===== src/rtl/lsu_pkg.sv =====
// Shared funct3 encodings, FSM state type and size decode for the load/store unit.
// Defining MISALIGNED_SPLIT_EN adds the second-beat states used by split accesses.
package lsu_pkg;

   localparam logic [2:0] F3_B  = 3'b000;
   localparam logic [2:0] F3_H  = 3'b001;
   localparam logic [2:0] F3_W  = 3'b010;
   localparam logic [2:0] F3_D  = 3'b011;
   localparam logic [2:0] F3_BU = 3'b100;
   localparam logic [2:0] F3_HU = 3'b101;
   localparam logic [2:0] F3_WU = 3'b110;

`ifdef MISALIGNED_SPLIT_EN
   typedef enum logic [2:0] {StIdle, StAcc, StWait, StAcc2, StWait2, StResp} state_e;
`else
   typedef enum logic [2:0] {StIdle, StAcc, StWait, StResp} state_e;
`endif

   function automatic logic [3:0] size_bytes(input logic [1:0] sz);
      case (sz)
         2'b00:   return 4'd1;
         2'b01:   return 4'd2;
         2'b10:   return 4'd4;
         default: return 4'd8;
      endcase
   endfunction

endpackage


===== src/rtl/lsu_align.sv =====
// Combinational lane logic: byte strobes, write-data shifting, load capture merge
// and load extension. 'upper' selects the second (next doubleword) beat of a split access.
module lsu_align
   import lsu_pkg::*;
(
   input  logic [2:0]  funct3,
   input  logic [2:0]  offset,
   input  logic        upper,
   input  logic [63:0] wdata,
   input  logic [63:0] rdata,
   input  logic [63:0] cap_in,
   output logic [7:0]  wstrb,
   output logic [63:0] wdata_lane,
   output logic [63:0] cap_out,
   output logic [63:0] ext_data
);

   logic [7:0]   size_mask;
   logic [5:0]   shamt;
   logic [15:0]  strb_wide;
   logic [127:0] wdata_wide;
   logic [63:0]  rdata_hi;

   assign shamt = {offset, 3'b000};

   always_comb begin
      case (funct3[1:0])
         2'b00:   size_mask = 8'h01;
         2'b01:   size_mask = 8'h03;
         2'b10:   size_mask = 8'h0F;
         default: size_mask = 8'hFF;
      endcase
   end

   // Double-width shifts: low half is the first beat, high half spills into the second.
   assign strb_wide  = {8'h00, size_mask} << offset;
   assign wdata_wide = {64'h0, wdata} << shamt;
   assign rdata_hi   = 64'({rdata, 64'h0} >> shamt);

   assign wstrb      = upper ? strb_wide[15:8] : strb_wide[7:0];
   assign wdata_lane = upper ? wdata_wide[127:64] : wdata_wide[63:0];
   assign cap_out    = upper ? (cap_in | rdata_hi) : (rdata >> shamt);

   always_comb begin
      case (funct3)
         F3_B:    ext_data = {{56{cap_in[7]}}, cap_in[7:0]};
         F3_H:    ext_data = {{48{cap_in[15]}}, cap_in[15:0]};
         F3_W:    ext_data = {{32{cap_in[31]}}, cap_in[31:0]};
         F3_BU:   ext_data = {56'h0, cap_in[7:0]};
         F3_HU:   ext_data = {48'h0, cap_in[15:0]};
         F3_WU:   ext_data = {32'h0, cap_in[31:0]};
         default: ext_data = cap_in;
      endcase
   end

endmodule


===== src/rtl/load_store_unit.sv =====
// Load/store sequencer between execute and data memory: one request in, aligned beats out,
// one response back. MISALIGNED_SPLIT_EN enables two-beat misaligned accesses.
module load_store_unit
   import lsu_pkg::*;
(
   input  logic        clk,
   input  logic        rst,
   input  logic        req_valid,
   output logic        req_ready,
   input  logic        req_store,
   input  logic [2:0]  req_funct3,
   input  logic [63:0] req_addr,
   input  logic [63:0] req_wdata,
   output logic        rsp_valid,
   input  logic        rsp_ready,
   output logic [63:0] rsp_data,
   output logic        rsp_fault,
   output logic [63:0] mem_addr,
   output logic        mem_re,
   output logic        mem_we,
   output logic [7:0]  mem_wstrb,
   output logic [63:0] mem_wdata,
   input  logic [63:0] mem_rdata
);

   state_e      state_q, state_d;
   logic        store_q, fault_q;
   logic [2:0]  f3_q;
   logic [63:0] addr_q, wdata_q, cap_q, cap_d;
   logic        accept, req_fault, upper, illegal;
   logic [7:0]  strb;
   logic [63:0] lane_wdata, cap_out, ext_data;

   assign accept  = req_valid && req_ready;
   assign illegal = (req_funct3 == 3'b111) || (req_store && req_funct3[2]);

`ifdef MISALIGNED_SPLIT_EN
   logic       split;
   logic [3:0] acc_end;
   assign acc_end   = {1'b0, addr_q[2:0]} + size_bytes(f3_q[1:0]);
   assign split     = acc_end > 4'd8;
   assign upper     = (state_q == StAcc2) || (state_q == StWait2);
   assign req_fault = illegal;
`else
   logic [2:0] size_m1;
   assign size_m1   = 3'(size_bytes(req_funct3[1:0]) - 4'd1);
   assign upper     = 1'b0;
   assign req_fault = illegal || (|(req_addr[2:0] & size_m1));
`endif

   lsu_align u_align (
      .funct3     (f3_q),
      .offset     (addr_q[2:0]),
      .upper      (upper),
      .wdata      (wdata_q),
      .rdata      (mem_rdata),
      .cap_in     (cap_q),
      .wstrb      (strb),
      .wdata_lane (lane_wdata),
      .cap_out    (cap_out),
      .ext_data   (ext_data)
   );

   always_ff @(posedge clk) begin
      if (rst) begin
         state_q <= StIdle;
         store_q <= 1'b0;
         fault_q <= 1'b0;
         f3_q    <= 3'b000;
         addr_q  <= 64'h0;
         wdata_q <= 64'h0;
         cap_q   <= 64'h0;
      end else begin
         state_q <= state_d;
         cap_q   <= cap_d;
         if (accept) begin
            store_q <= req_store;
            fault_q <= req_fault;
            f3_q    <= req_funct3;
            addr_q  <= req_addr;
            wdata_q <= req_wdata;
         end
      end
   end

   always_comb begin
      state_d   = state_q;
      cap_d     = cap_q;
      req_ready = 1'b0;
      rsp_valid = 1'b0;
      mem_re    = 1'b0;
      mem_we    = 1'b0;
      mem_addr  = 64'h0;
      case (state_q)
         StIdle: begin
            req_ready = 1'b1;
            if (req_valid) state_d = req_fault ? StResp : StAcc;
         end
         StAcc: begin
            mem_addr = {addr_q[63:3], 3'b000};
            if (store_q) begin
               mem_we  = 1'b1;
               state_d = StResp;
`ifdef MISALIGNED_SPLIT_EN
               if (split) state_d = StAcc2;
`endif
            end else begin
               mem_re  = 1'b1;
               state_d = StWait;
            end
         end
         StWait: begin
            cap_d   = cap_out;
            state_d = StResp;
`ifdef MISALIGNED_SPLIT_EN
            if (split) state_d = StAcc2;
`endif
         end
`ifdef MISALIGNED_SPLIT_EN
         StAcc2: begin
            mem_addr = {addr_q[63:3], 3'b000} + 64'd8;
            if (store_q) begin
               mem_we  = 1'b1;
               state_d = StResp;
            end else begin
               mem_re  = 1'b1;
               state_d = StWait2;
            end
         end
         StWait2: begin
            cap_d   = cap_out;
            state_d = StResp;
         end
`endif
         StResp: begin
            rsp_valid = 1'b1;
            if (rsp_ready) state_d = StIdle;
         end
         default: state_d = StIdle;
      endcase
   end

   assign mem_wstrb = mem_we ? strb : 8'h00;
   assign mem_wdata = mem_we ? lane_wdata : 64'h0;
   assign rsp_fault = rsp_valid && fault_q;
   assign rsp_data  = (rsp_valid && !store_q && !fault_q) ? ext_data : 64'h0;

endmodule

===== config.mk =====
export PLATFORM = sky130hd
export DESIGN_NAME = load_store_unit
export DESIGN_NICKNAME = d
export VERILOG_FILES = /design/src/rtl/lsu_pkg.sv /design/src/rtl/lsu_align.sv /design/src/rtl/load_store_unit.sv
export SDC_FILE = /design/constraint.sdc
export NUM_CORES = 1
export LEC_CHECK = 0
export CAP_MARGIN = 10
export CORE_UTILIZATION = 30
export CTS_CLUSTER_SIZE = 25
export DETAILED_ROUTE_END_ITERATION = 12
export HOLD_SLACK_MARGIN = 0.08
export PLACE_DENSITY_LB_ADDON = 0.12
export SYNTH_ARGS = -nofsm -noshare
export SYNTH_HDL_FRONTEND = slang
export SYNTH_HIERARCHICAL = 1
export SYNTH_SLANG_ARGS = --single-unit

===== constraint.sdc =====
create_clock -name clk -period 4.5 [get_ports clk]
set_input_delay 0.45 -clock clk [delete_from_list [all_inputs] [get_ports clk]]
set_output_delay 0.45 -clock clk [all_outputs]
set_load 0.05 [all_outputs]

==> metrics list, run 1 <==
- After detailed routing, the average wire length per cell comes to between 20 and 25 um.
- Crit path cell chain: or2_2 -> nor2_2 -> o21ai_0 -> nand2_1 -> and3_1 -> clkdlybuf4s50_1
- Netlist cell types: 57
* Number of max-capacitance violations reported: 0
- Port buffering added between 400 and 500 buffers.
- Length of routed met3 wiring: 3800 um
- Critical Path Source Type: register
* Largest vdd supply drop: 0.253 mV
- The commonest cells after synthesis are sky130_fd_sc_hd__nand2_1, sky130_fd_sc_hd__a21oi_1, sky130_fd_sc_hd__dfxtp_1.
- Maximum net fanout on the critical path: 30
* CTS clk-pin slew, worst paths: 0.08 ns
- The floorplan step set the die width to 222 um.
- Setup repair after global routing missed its margin: false
- CTS tree: done
- The first global-routing pass estimated between 90000 and 100000 um of wire.
- After routing the design area is 19100 um2.
- Starting density of the core: 0.305
- In the routed layout, each cell is associated on average with a via count of 5.41.
* Setup slack on the worst flop-to-flop path: 1.51 ns
- Clock group share of total power: 0.208
- WL met2: 30900 um
- At the worst endpoint, the required time is ~4 ns.
* Number of enable flip-flop cells after synthesis: 0
- Weighted congestion at the end of routability-driven global placement: 0.965
* Biggest cell delay along the critical path: 0.80 ns
- Via count of the first global-routing pass: 14900
* Count leader, synth: sky130_fd_sc_hd__nand2_1
* Outcome: finished with violations
- Antenna violations before repair: 3
* Detailed placer's ending HPWL: between 40000 and 50000 um
- Path depth of the worst reg2reg path: 8
- Post-route setup TNS: 0 ns
- Place WS: 0.653 ns
- Counting both buffers and inverters, the worst setup path holds a total of 1.
- Power per unit of standard cell area: 398 nW/um2
- Filler Cell Count: about 5100
* Number of hold violations in the final report: 0
- Final critical-path share of the clock period: 0.905
- Setup slack on the critical path of the routed design comes to roughly 0.43 ns.
* Proportion of layout cells with a drive suffix above 1: 0.0882
- Counting flops and latches in the post-synthesis netlist gives a little under 200.
- Clock latency on the worst-skew pair, taken at its later pin, is 0.50 ns.
- Fin nets: 2414
* Setup Skew: 0.0120 ns
* Hold path startpoint: addr_q[50]$_SDFFE_PP0P_
* Reported leakage power: approximately 7.6 nW
- Post-CTS timing repair inserted 0 buffers for setup.
- Counting every sink on the clock net gives 199.
- The worst path in the final design needs a cycle of slightly above 4 ns, including I/O delays and setup.
- The cell sitting at the root of the clock tree is a sky130_fd_sc_hd__clkbuf_16.
* Maximum number of pins on one net before global-route repair: 98
- In the post-synthesis netlist, the biggest area contributors are sky130_fd_sc_hd__dfxtp_1, sky130_fd_sc_hd__mux2i_1, sky130_fd_sc_hd__nand2_1.
- Post-synthesis to final-layout area growth: 31.3%
- Kind of capture point of the worst setup path: output port
- Summing all multi-input logic gate instances after layout gives 9510 um2.
* Share of flip-flops with an asynchronous set or reset: 0
* Seq/Total Area, Yosys: 0.273
* CP max stage cell: sky130_fd_sc_hd__clkdlybuf4s50_1
- Net switching component of the power: 3.43 mW
* Initial DRT Pass Iterations: 5
- Row count: 80
* Path category of the worst min-delay check: reg2reg
* Cell accounting for the most synthesized area: sky130_fd_sc_hd__dfxtp_1
- Number of antenna-violating nets in the routed design: 0
- For this run, the total global-route usage over all layers was measured as 0.253.
- The first routing iteration left 1325 violations.
- Setup violations remaining at the end of the flow were counted as 0.
- The share of synthesized area in the top cell type comes to 0.273.
- Routed wire length: 63800 um
* Core area: 47800 um2
- In this run the critical register-to-register path is launched from addr_q[0]$_SDFFE_PP0P_.
* Highest routing layer actually used: met5
* Cell type group with the largest total delay on the critical path: simple AND/OR/NAND/NOR gates
- Mean cell area of the mapped netlist: 7.45 um2
- Data on the critical path arrives at its endpoint at 3.62 ns.
- Main synth FF type: sky130_fd_sc_hd__dfxtp_1
- Sequential fraction of design power: 0.322
- Once placement finished, the instance area stood at 18600 um2.
- Remaining global-route overflow: 0
* Total CTS buffers: 17
* Cell Area, Synth: approximately 15000 um2
- Of the total power, the share spent switching nets is 0.451.
- The clock passes through at most 2 buffers.
* Violated checks: slew limit
- DRC: 0
- Height of the chip: 222 um
* Slew Viols, Final: 34
- For this run, the number of Yosys warnings is 6.
- Cell internal power dissipation: 4.18 mW
- Slew at the pin closest to its max-slew limit: 1.67 ns
- In this run the critical register-to-register path is captured at cap_q[24]$_SDFFE_PP0P_.
- Hold path cells: 2
* Overall die area: 49500 um2
- Routed met1 length: 26700 um
* Max_slew headroom: -0.117
- In this run the number of H-tree levels came out at 4.
* WS Path Type: reg2out
* Synthesized instance count: 1955
* Maximum clock frequency: 246 MHz
- In this run the count of I/O pins placed on the die edge is 405.
* Worst-case hold path end point: addr_q[50]$_SDFFE_PP0P_
- The share of total power dissipated in combinational logic is 0.469.
- Sequential cell area: 3990 um2
- Total number of vias: around 15000
==> power by group through the flow <==
stage	clock network [mW]	registers (mW)	logic [mW]
floorplan	0	2.27	2.67
global placement	0	2.48	3.49
global route	1.71	2.49	3.87
CTS	1.64	2.45	3.53
finish	1.59	2.45	3.57
detailed placement	0	2.49	3.51
==> stage by stage <==
step	utilization	power (mW)	std cells	hold WS, ns
2_1_floorplan	-	4.94	1962	0.432
3_3_place_gp	0.388	5.97	2806	0.437
3_5_place_dp	0.388	6.00	2806	0.443
4_1_cts	0.400	7.62	2838	0.441
5_1_grt	0.400	8.06	2839	0.461
6_report	0.400	7.61	2839	0.451
==> placed cells by master, fill, tap and decap left out, types with 3 or more instances in the layout <==
cell	Yosys	routed
sky130_fd_sc_hd__a21o_1	36	36
sky130_fd_sc_hd__a21oi_1	221	220
sky130_fd_sc_hd__a221oi_1	18	18
sky130_fd_sc_hd__a22o_1	52	52
sky130_fd_sc_hd__a22oi_1	22	22
sky130_fd_sc_hd__a31oi_1	8	8
sky130_fd_sc_hd__and2_1	133	132
sky130_fd_sc_hd__and3_1	73	73
sky130_fd_sc_hd__buf_4	24	60
sky130_fd_sc_hd__clkbuf_16	0	17
sky130_fd_sc_hd__clkdlybuf4s50_1	0	373
sky130_fd_sc_hd__conb_1	1	8
sky130_fd_sc_hd__dfxtp_1	199	195
sky130_fd_sc_hd__inv_1	11	11
sky130_fd_sc_hd__inv_6	0	7
sky130_fd_sc_hd__inv_8	0	4
sky130_fd_sc_hd__mux2_2	68	68
sky130_fd_sc_hd__mux2_4	4	4
sky130_fd_sc_hd__mux2i_1	166	166
sky130_fd_sc_hd__nand2_1	420	419
sky130_fd_sc_hd__nand2b_1	12	12
sky130_fd_sc_hd__nand3_1	7	7
sky130_fd_sc_hd__nor2_1	98	95
sky130_fd_sc_hd__nor2_2	1	4
sky130_fd_sc_hd__nor2b_1	20	20
sky130_fd_sc_hd__nor3_1	3	3
sky130_fd_sc_hd__o211ai_1	27	27
sky130_fd_sc_hd__o21ai_0	49	49
sky130_fd_sc_hd__o221a_2	8	8
sky130_fd_sc_hd__o221ai_1	19	19
sky130_fd_sc_hd__o22ai_1	30	30
sky130_fd_sc_hd__o31ai_1	8	8
==> how the worst max path moves through the flow <==
| stage | start | to | slack, ns | depth (start not counted) |
|---|---|---|---|---|
| floorplan | state_q[0]$_SDFFE_PP0P_ | rsp_data[10] | 2.07 | 4 |
| global placement | addr_q[2]$_SDFFE_PP0P_ | mem_wstrb[1] | 0.67 | 6 |
| detailed placement | addr_q[2]$_SDFFE_PP0P_ | mem_wstrb[1] | 0.65 | 6 |
| CTS | addr_q[2]$_SDFFE_PP0P_ | mem_wstrb[1] | 0.08 | 6 |
| global route | addr_q[2]$_SDFFE_PP0P_ | mem_wdata[7] | 0.31 | 6 |
| finish | addr_q[2]$_SDFFE_PP0P_ | mem_wstrb[1] | 0.43 | 6 |
==> cell type report <==
| cell class | instances | share of cell area |
|---|---|---|
| clock inverters | 13 | 0.00641 |
| flip-flops and latches | 199 | 0.209 |
| clock buffers | 19 | 0.0232 |
| repair buffers | 436 | 0.221 |
| inverters | 13 | 0.00255 |
| multi-input cells | 1543 | 0.497 |
| well taps | 615 | 0.0402 |
| diodes | 1 | 0.000131 |
==> worst min-delay path: cells and delay by family (launching register included) <==
kind,cells,cell delay (ns)
flip-flops,1,0.31
AND/OR/NAND/NOR,1,0.05
AO/OA/AOI/OAI,1,0.05
==> registers in the layout (all words and copies together) (netlist names) <==
name	count
f3_q	3
wdata_q	64
state_q	2
cap_q	64
fault_q	1
addr_q	64
store_q	1
==> per-layer routing <==
layer,vias to the layer above,track usage
met1,7344,0.310
li1,7317,-
met4,4,0.114
met5,-,0
met2,590,0.425
met3,113,0.0508
==> cells by family (layout without fill, tap and decap cells) <==
kind of cell,count (synthesis),after routing,synth area share
other,1,9,0.000257
buffers and inverters,220,481,0.0790
flip-flops,199,199,0.273
adder cells (fa/ha/maj),4,4,0.00344
multiplexers,238,238,0.171
AND/OR/NAND/NOR,780,780,0.248
AO/OA/AOI/OAI,513,513,0.225
==> timing repair <==
| item | 4_1_cts | 5_1_grt |
|---|---|---|
| hold buffers | 0 | 0 |
| gates resized for setup | 0 | 1 |
| setup endpoints to repair | 0 | 1 |
Note: power is estimated with default switching activity, not from simulation.
==> inputs of run 2 (changes only) <==
--- a/config.mk
+++ b/config.mk
@@ -7,10 +7,11 @@
 export LEC_CHECK = 0
 export CAP_MARGIN = 10
 export CORE_UTILIZATION = 30
+export CTS_CLUSTER_DIAMETER = 120
 export CTS_CLUSTER_SIZE = 25
 export DETAILED_ROUTE_END_ITERATION = 12
 export HOLD_SLACK_MARGIN = 0.08
-export PLACE_DENSITY_LB_ADDON = 0.12
+export PLACE_DENSITY_LB_ADDON = 0.05
 export SYNTH_ARGS = -nofsm -noshare
 export SYNTH_HDL_FRONTEND = slang
 export SYNTH_HIERARCHICAL = 1
==> metrics list, run 2 (synthesized netlist as in run 1, its figures left out) <==
- DRC: 0 (unchanged)
* Most common cell after layout, fill and taps aside: sky130_fd_sc_hd__nand2_1 (unchanged)
* Height of the chip: 222 um (unchanged)
- The required time reported for the critical path endpoint came to 4.05 ns (about the same).
* Hold path startpoint: addr_q[4]$_SDFFE_PP0P_ (was addr_q[50]$_SDFFE_PP0P_)
- The path class of the lowest-slack min-delay path is reg2reg (unchanged).
- The timing startpoint of the critical path is addr_q[0]$_SDFFE_PP0P_ (was addr_q[2]$_SDFFE_PP0P_).
- Starting density of the core: 0.305 (unchanged)
- CTS clk-pin slew, worst paths: 0.08 ns (about the same)
* Path depth of the worst reg2reg path: 7 (was 8)
* Maximum net fanout on the critical path: 44 (was 30)
- Reported leakage power: 7.50 nW (was 7.56 nW)
- Setup repair after global routing missed its margin: false (unchanged)
* CTS root buffer: sky130_fd_sc_hd__clkbuf_16 (unchanged)
* Setup violations, final: 0 (unchanged)
* Detail-routed net length per standard cell: 23.8 um (was 22.5 um)
- The final-report max-slew violation count is 34 (unchanged).
- The hold buffer count at CTS came to 0 (unchanged).
- Fin nets: 2410 (was 2414)
* Violated checks: slew limit (unchanged)
- The detailed-router iteration count before antenna repair was 5 (unchanged).
- The number of buffers inserted during clock tree synthesis is 17 (unchanged).
- Post-synthesis to final-layout area growth: 31.7% (was 31.3%)
* Max_slew headroom: -0.179 (was -0.117)
- The end point of the critical path is mem_wdata[50] (was mem_wstrb[1]).
- Setup Skew: 0.00899 ns (was 0.0120 ns)
- Number of ports placed on the die boundary: 405 (unchanged)
- Final Instance Area: 19200 um2 (was 19100 um2)
- Critical Path Source Type: register (unchanged)
- The remaining number of nets flagged by the antenna check after routing was 0 (unchanged).
- Via count of the first global-routing pass: 15300 (was 14900)
- Count of buffers inserted at the top-level ports: 401 (unchanged)
* Critical R2R Launch: addr_q[0]$_SDFFE_PP0P_ (unchanged)
* Power per unit of standard cell area: 398 nW/um2 (about the same)
* Row count: 80 (unchanged)
- Largest vdd supply drop: 0.264 mV (was 0.253 mV)
- The final critical-path required period is 3.91 ns (was 4.07 ns).
* Total clock sinks: 199 (unchanged)
* Weighted congestion at the end of routability-driven global placement: 0.910 (was 0.965)
- The initial antenna violation count came to 2 (was 3).
* Outcome: finished with violations (unchanged)
- Commonest cells after routing, fill and taps aside: sky130_fd_sc_hd__nand2_1, sky130_fd_sc_hd__clkdlybuf4s50_1, sky130_fd_sc_hd__a21oi_1, sky130_fd_sc_hd__dfxtp_1, sky130_fd_sc_hd__mux2i_1 (unchanged)
- Kind of capture point of the worst setup path: output port (unchanged)
- Global-route wire length before repair: 100000 um (was 94500 um)
* Routed wire length: 67400 um (was 63800 um)
* Footprint of the multi-input gates: 9510 um2 (about the same)
- The HPWL after detailed placement was 47800 um (was 46000 um).
- The total number of vias came to 15300 (was 15400).
- WP data arrival: 3.46 ns (was 3.62 ns)
- The clock tree buffer depth was 2 (unchanged).
- The worst setup path category was reg2out (unchanged).
- The overall fraction of global-route tracks in use was 0.269 (was 0.253).
- The source-to-sink clock delay at the later pin of the worst-skew pair was 0.51 ns (was 0.50 ns).
- Slew at the pin closest to its max-slew limit: 1.76 ns (was 1.67 ns)
- Filler Cell Count: 5026 (was 5055)
- Registers with the highest flip-flop counts: addr_q (64), cap_q (64), wdata_q (64) (unchanged)
- Core area: 47800 um2 (unchanged)
* Chip width: 222 um (unchanged)
- The achievable frequency was 256 MHz (was 246 MHz).
- H-tree Lvls: 4 (unchanged)
* Number of cells upsized or downsized after cts: 0 (unchanged)
- The number of buffers inserted by post-CTS setup repair was 0 (unchanged).
- The setup slack on the worst flop-to-flop path came to 1.81 ns (was 1.51 ns).
- The end of the worst register-to-register path was cap_q[24]$_SDFFE_PP0P_ (unchanged).
- The via count normalized by instance count was 5.40 (was 5.41).
- The clock tree from TritonCTS was done (unchanged).
- Sequential cell area: 3990 um2 (unchanged)
- The max-cap check violation count was 0 (unchanged).
- The total placed instance area was 18600 um2 (about the same).
- The summed negative setup slack over all endpoints is 0 ns (unchanged).
- Remaining global-route overflow: 0 (unchanged)
* Number of design-rule violations left by the first detailed-router iteration: 1086 (was 1325)
- The proportion of layout cells with a drive suffix above 1 is 0.0748 (was 0.0882).
- Overall die area: 49500 um2 (unchanged)
* Final critical-path share of the clock period: 0.868 (was 0.905)
* Maximum number of pins on one net before global-route repair: 112 (was 98)
- Number of hold violations in the final report: 0 (unchanged)
-- run 2: worst max-delay path, stage by stage, from the launching register on --
cell and delay, ns:
sky130_fd_sc_hd__dfxtp_4 0.67, sky130_fd_sc_hd__buf_12 0.34, sky130_fd_sc_hd__mux2i_1 0.49, sky130_fd_sc_hd__o22ai_1 0.23
sky130_fd_sc_hd__a22o_1 0.28, sky130_fd_sc_hd__and3_1 0.19, sky130_fd_sc_hd__clkdlybuf4s50_1 0.71
-- run 2: per-stage QoR --
stage	hold WS, ns	power [mW]	worst slack, ns	cells	util
after global placement	0.437	6.06	1.08	2802	0.390
after CTS	0.440	7.68	0.584	2833	0.401
after detailed placement	0.442	6.08	1.16	2802	0.390
after global routing	0.465	8.09	0.485	2833	0.401
after floorplan	0.432	4.94	2.07	1962	-
final	0.451	7.64	0.593	2834	0.401
-- run 2: how the worst min path moves through the flow --
stage | slack, ns | endpoint | depth (start not counted)
6_report | 0.45 | addr_q[4]$_SDFFE_PP0P_ | 2
5_1_grt | 0.46 | addr_q[48]$_SDFFE_PP0P_ | 2
4_1_cts | 0.44 | addr_q[59]$_SDFFE_PP0P_ | 3
3_5_place_dp | 0.44 | addr_q[19]$_SDFFE_PP0P_ | 2
3_3_place_gp | 0.44 | addr_q[19]$_SDFFE_PP0P_ | 2
2_1_floorplan | 0.43 | addr_q[10]$_SDFFE_PP0P_ | 2
-- run 2: power by group --
| group | switching (mW) | internal (mW) |
|---|---|---|
| clock | 0.825 | 0.738 |
| sequential | 0.359 | 2.08 |
| combinational | 2.29 | 1.35 |
-- run 2: cell type report --
cell class / instances / area share
Antenna cell: 1 / 0.000130
Clock buffer: 19 / 0.0231
Clock inverter: 12 / 0.00561
Inverter: 13 / 0.00254
Multi-Input combinational cell: 1543 / 0.496
Sequential cell: 199 / 0.208
Tap cell: 615 / 0.0401
Timing Repair Buffer: 432 / 0.225
-- run 2: layer usage --
layer	global-route usage	vias up	wire length [um]
met5	0	-	27
met4	0.109	4	2330
met2	0.467	443	33500
met1	0.326	7451	28300
met3	0.0495	88	3190
li1	-	7306	-
==> inputs of run 3 (changes only) <==
--- a/config.mk
+++ b/config.mk
@@ -5,8 +5,10 @@
 export SDC_FILE = /design/constraint.sdc
 export NUM_CORES = 1
 export LEC_CHECK = 0
+export ABC_CLOCK_PERIOD_IN_PS = 4500
 export CAP_MARGIN = 10
-export CORE_UTILIZATION = 30
+export CORE_MARGIN = 5
+export CORE_UTILIZATION = 50
 export CTS_CLUSTER_DIAMETER = 120
 export CTS_CLUSTER_SIZE = 25
 export DETAILED_ROUTE_END_ITERATION = 12
==> metrics list, run 3 (synthesized netlist as in run 1, its figures left out) <==
- The switching power total was 3.37 mW (was 3.47 mW).
- The number of global-route vias before repair was 15200 (was 15300).
* Row count: 62 (was 80)
* Setup slack on the worst flop-to-flop path: 0.94 ns (was 1.81 ns)
- Commonest cells after routing, fill and taps aside: sky130_fd_sc_hd__nand2_1, sky130_fd_sc_hd__clkdlybuf4s50_1, sky130_fd_sc_hd__a21oi_1, sky130_fd_sc_hd__dfxtp_1, sky130_fd_sc_hd__mux2i_1 (unchanged)
- The post-detailed-route DRC marker count came to 0 (unchanged).
- Clock group share of total power: 0.218 (was 0.205)
* Number of cells upsized or downsized after cts: 0 (unchanged)
- Critical Path Source Type: register (unchanged)
* Final critical-path share of the clock period: 0.959 (was 0.868)
- Power Total: 7.65 mW (was 7.64 mW)
- Number of max-capacitance violations reported: 0 (unchanged)
- Setup repair after global routing missed its margin: false (unchanged)
- The aggregate global routing overflow is 0 (unchanged).
- Total clock sinks: 199 (unchanged)
- Number of vias per cell after detailed routing: 6.13 (was 5.40)
- Crit path cell chain: or2_2 -> nor2_1 -> o21ai_0 -> nand2_1 -> and3_1 -> clkdlybuf4s50_1 (was buf_12 -> mux2i_1 -> o22ai_1 -> a22o_1 -> and3_1 -> clkdlybuf4s50_1)
- The cell chosen for the clock root is sky130_fd_sc_hd__clkbuf_16 (unchanged).
- The combinational share of power is 0.461 (was 0.476).
- Largest vdd supply drop: 0.309 mV (was 0.264 mV)
- The most common library cell in the layout ignoring fill and taps is sky130_fd_sc_hd__nand2_1 (unchanged).
* Final non-filler cell total: 2599 (was 2834)
* Switching Fraction: 0.441 (was 0.454)
- The number of buffers inserted during clock tree synthesis came to 17 (unchanged).
- The max-slew headroom at the worst pin was 0.0289 (was -0.179).
* Combined global-route utilization of all metal layers: 0.339 (was 0.269)
* Total number of vias: 15900 (was 15300)
* Cell internal power dissipation: 4.27 mW (was 4.17 mW)
* Number of hold violations in the final report: 0 (unchanged)
- Detailed placer's ending HPWL: 41700 um (was 47800 um)
* Path category of the worst min-delay check: reg2reg (unchanged)
- Length of routed met3 wiring: 4800 um (was 3190 um)
* Worst hold margin: 0.451 ns (about the same)
* Post-route setup TNS: 0 ns (unchanged)
- The largest net degree at the start of global routing is 143 (was 112).
- Kind of capture point of the worst setup path: output port (unchanged)
- The worst hold path stage count came to 2 (unchanged).
- CP max stage cell: sky130_fd_sc_hd__nor2_1 (was sky130_fd_sc_hd__clkdlybuf4s50_1)
* WL met2: 27400 um (was 33500 um)
- The power density over cell area was 404 nW/um2 (was 398 nW/um2).
- The detailed-router iteration count before antenna repair is 5 (unchanged).
* Reported leakage power: 7.50 nW (about the same)
* Setup Skew: 0.0123 ns (was 0.00899 ns)
- The peak fanout along the critical path is 40 (was 44).
- H-tree Lvls: 4 (unchanged)
- CTS clk-pin slew, worst paths: 0.09 ns (was 0.08 ns)
- The clock tree buffer depth is 2 (unchanged).
- The critical path's largest stage delay was 0.95 ns (was 0.71 ns).
- Height of the chip: 181 um (was 222 um)
- Sequential fraction of design power: 0.322 (was 0.320)
- The proportion of layout cells with a drive suffix above 1 is 0.0740 (was 0.0748).
- Post-placement cell count: 2567 (was 2802)
- The hold path startpoint was addr_q[11]$_SDFFE_PP0P_ (was addr_q[4]$_SDFFE_PP0P_).
* Overall die area: 32700 um2 (was 49500 um2)
- Hold bufs inserted after CTS: 0 (unchanged)
* Chip width: 181 um (was 222 um)
- The achievable frequency is 232 MHz (was 256 MHz).
- The area growth from synthesis to final layout is 29.8% (was 31.7%).
* Post-layout utilization of the core: 0.659 (was 0.401)
* Starting density of the core: 0.508 (was 0.305)
- The number of buffers inserted by post-CTS setup repair is 0 (unchanged).
* Number of antenna-violating nets in the routed design: 0 (unchanged)
- Weighted congestion at the end of routability-driven global placement: 0.994 (was 0.910)
* Fin nets: 2406 (was 2410)
- The final critical-path required period is 4.32 ns (was 3.91 ns).
- Registers with the highest flip-flop counts: addr_q (64), cap_q (64), wdata_q (64) (unchanged)
* Diodes inserted: 0 (was 1)
* Reg2reg end: cap_q[26]$_SDFFE_PP0P_ (was cap_q[24]$_SDFFE_PP0P_)
- Antenna violations before repair: 1 (was 2)
- The final-report max-slew violation count is 0 (was 34).
* WS Path Type: reg2out (unchanged)
* Outcome: finished clean (was finished with violations)
- The clock tree from TritonCTS is done (unchanged).
- WP data arrival: 3.87 ns (was 3.46 ns)
- Number of design-rule violations left by the first detailed-router iteration: 1634 (was 1086)
- Routed met1 length: 22800 um (was 28300 um)
- The port buffer count was 401 (unchanged).
- Critical R2R Launch: addr_q[0]$_SDFFE_PP0P_ (unchanged)
- Data required time at the worst endpoint: 4.05 ns (about the same)
- The worst-case hold path end point is addr_q[11]$_SDFFE_PP0P_ (was addr_q[4]$_SDFFE_PP0P_).
- Global-route wire length before repair: 88700 um (was 100000 um)
- Core area: 28700 um2 (was 47800 um2)
- The number of inserted filler cells in the final layout came to 2546 (was 5026).
* Clock latency on the worst-skew pair: 0.47 ns (was 0.51 ns)
- The number of top-level pins is 405 (unchanged).
- Setup violations, final: 0 (unchanged)
- The slew at the pin with the worst max-slew slack came to 1.45 ns (was 1.76 ns).
- Highest routing layer actually used: met5 (unchanged)
- Detail-routed net length per standard cell: 22.6 um (was 23.8 um)
- Routed wire length: 58700 um (was 67400 um)
- The worst-case reg-to-reg path depth is 8 (was 7).
-- run 3: cell types whose count changed in the layout (fill, tap and decap cells not counted), sizes merged --
cell	before	now
clkbuf	19	17
buf	35	31
bufinv	0	2
inv	20	15
clkinv	4	10
diode	1	0
-- run 3: stage by stage --
stage | setup WS, ns | instance area, um2
after detailed placement | 0.917 | 18300
after CTS | 0.384 | 18900
final | 0.183 | 18900
after global placement | 0.805 | 18300
after global routing | 0.0863 | 18900
after floorplan | 2.07 | 14600
-- run 3: layout make-up --
| cell class | instances | area [um2] | share of cell area |
|---|---|---|---|
| multi-input combinational | 1543 | 9510 | 0.503 |
| timing repair buffer | 428 | 4240 | 0.224 |
| inverter | 13 | 48.8 | 0.00258 |
| clock buffer | 17 | 425 | 0.0225 |
| tap | 384 | 480 | 0.0254 |
| clock inverter | 15 | 213 | 0.0112 |
| sequential | 199 | 3990 | 0.211 |
-- run 3: worst max-delay path, delay by kind of cell (launching register included) --
kind                   cells  cell delay, ns
and+or+nand+nor            4            1.69
AOI/OAI and AO/OA          1            0.26
DFF                        1            0.58
buffers and inverters      1            0.85
-- run 3: how the worst max path moves through the flow --
stage                                       start            to  slack (ns)
after detailed placement   addr_q[2]$_SDFFE_PP0P_  mem_wstrb[1]        0.92
after global routing       addr_q[2]$_SDFFE_PP0P_  mem_wstrb[1]        0.09
final                      addr_q[2]$_SDFFE_PP0P_  mem_wstrb[1]        0.18
after CTS                  addr_q[2]$_SDFFE_PP0P_  mem_wstrb[1]        0.38
after floorplan           state_q[0]$_SDFFE_PP0P_  rsp_data[10]        2.07
after global placement     addr_q[2]$_SDFFE_PP0P_  mem_wstrb[1]        0.81
-- run 3: per-layer routing --
metal,up-vias,GRT usage
met3,215,0.0780
met1,7543,0.402
li1,7302,-
met4,2,0.186
met5,-,0
met2,858,0.567
-- run 3: power by group through the flow --
stage / logic [mW] / registers [mW] / clock network, mW
after detailed placement: 3.42 / 2.49 / 0
final: 3.52 / 2.46 / 1.66
after global routing: 3.78 / 2.49 / 1.76
after floorplan: 2.67 / 2.27 / 0
after CTS: 3.44 / 2.45 / 1.68
after global placement: 3.39 / 2.48 / 0
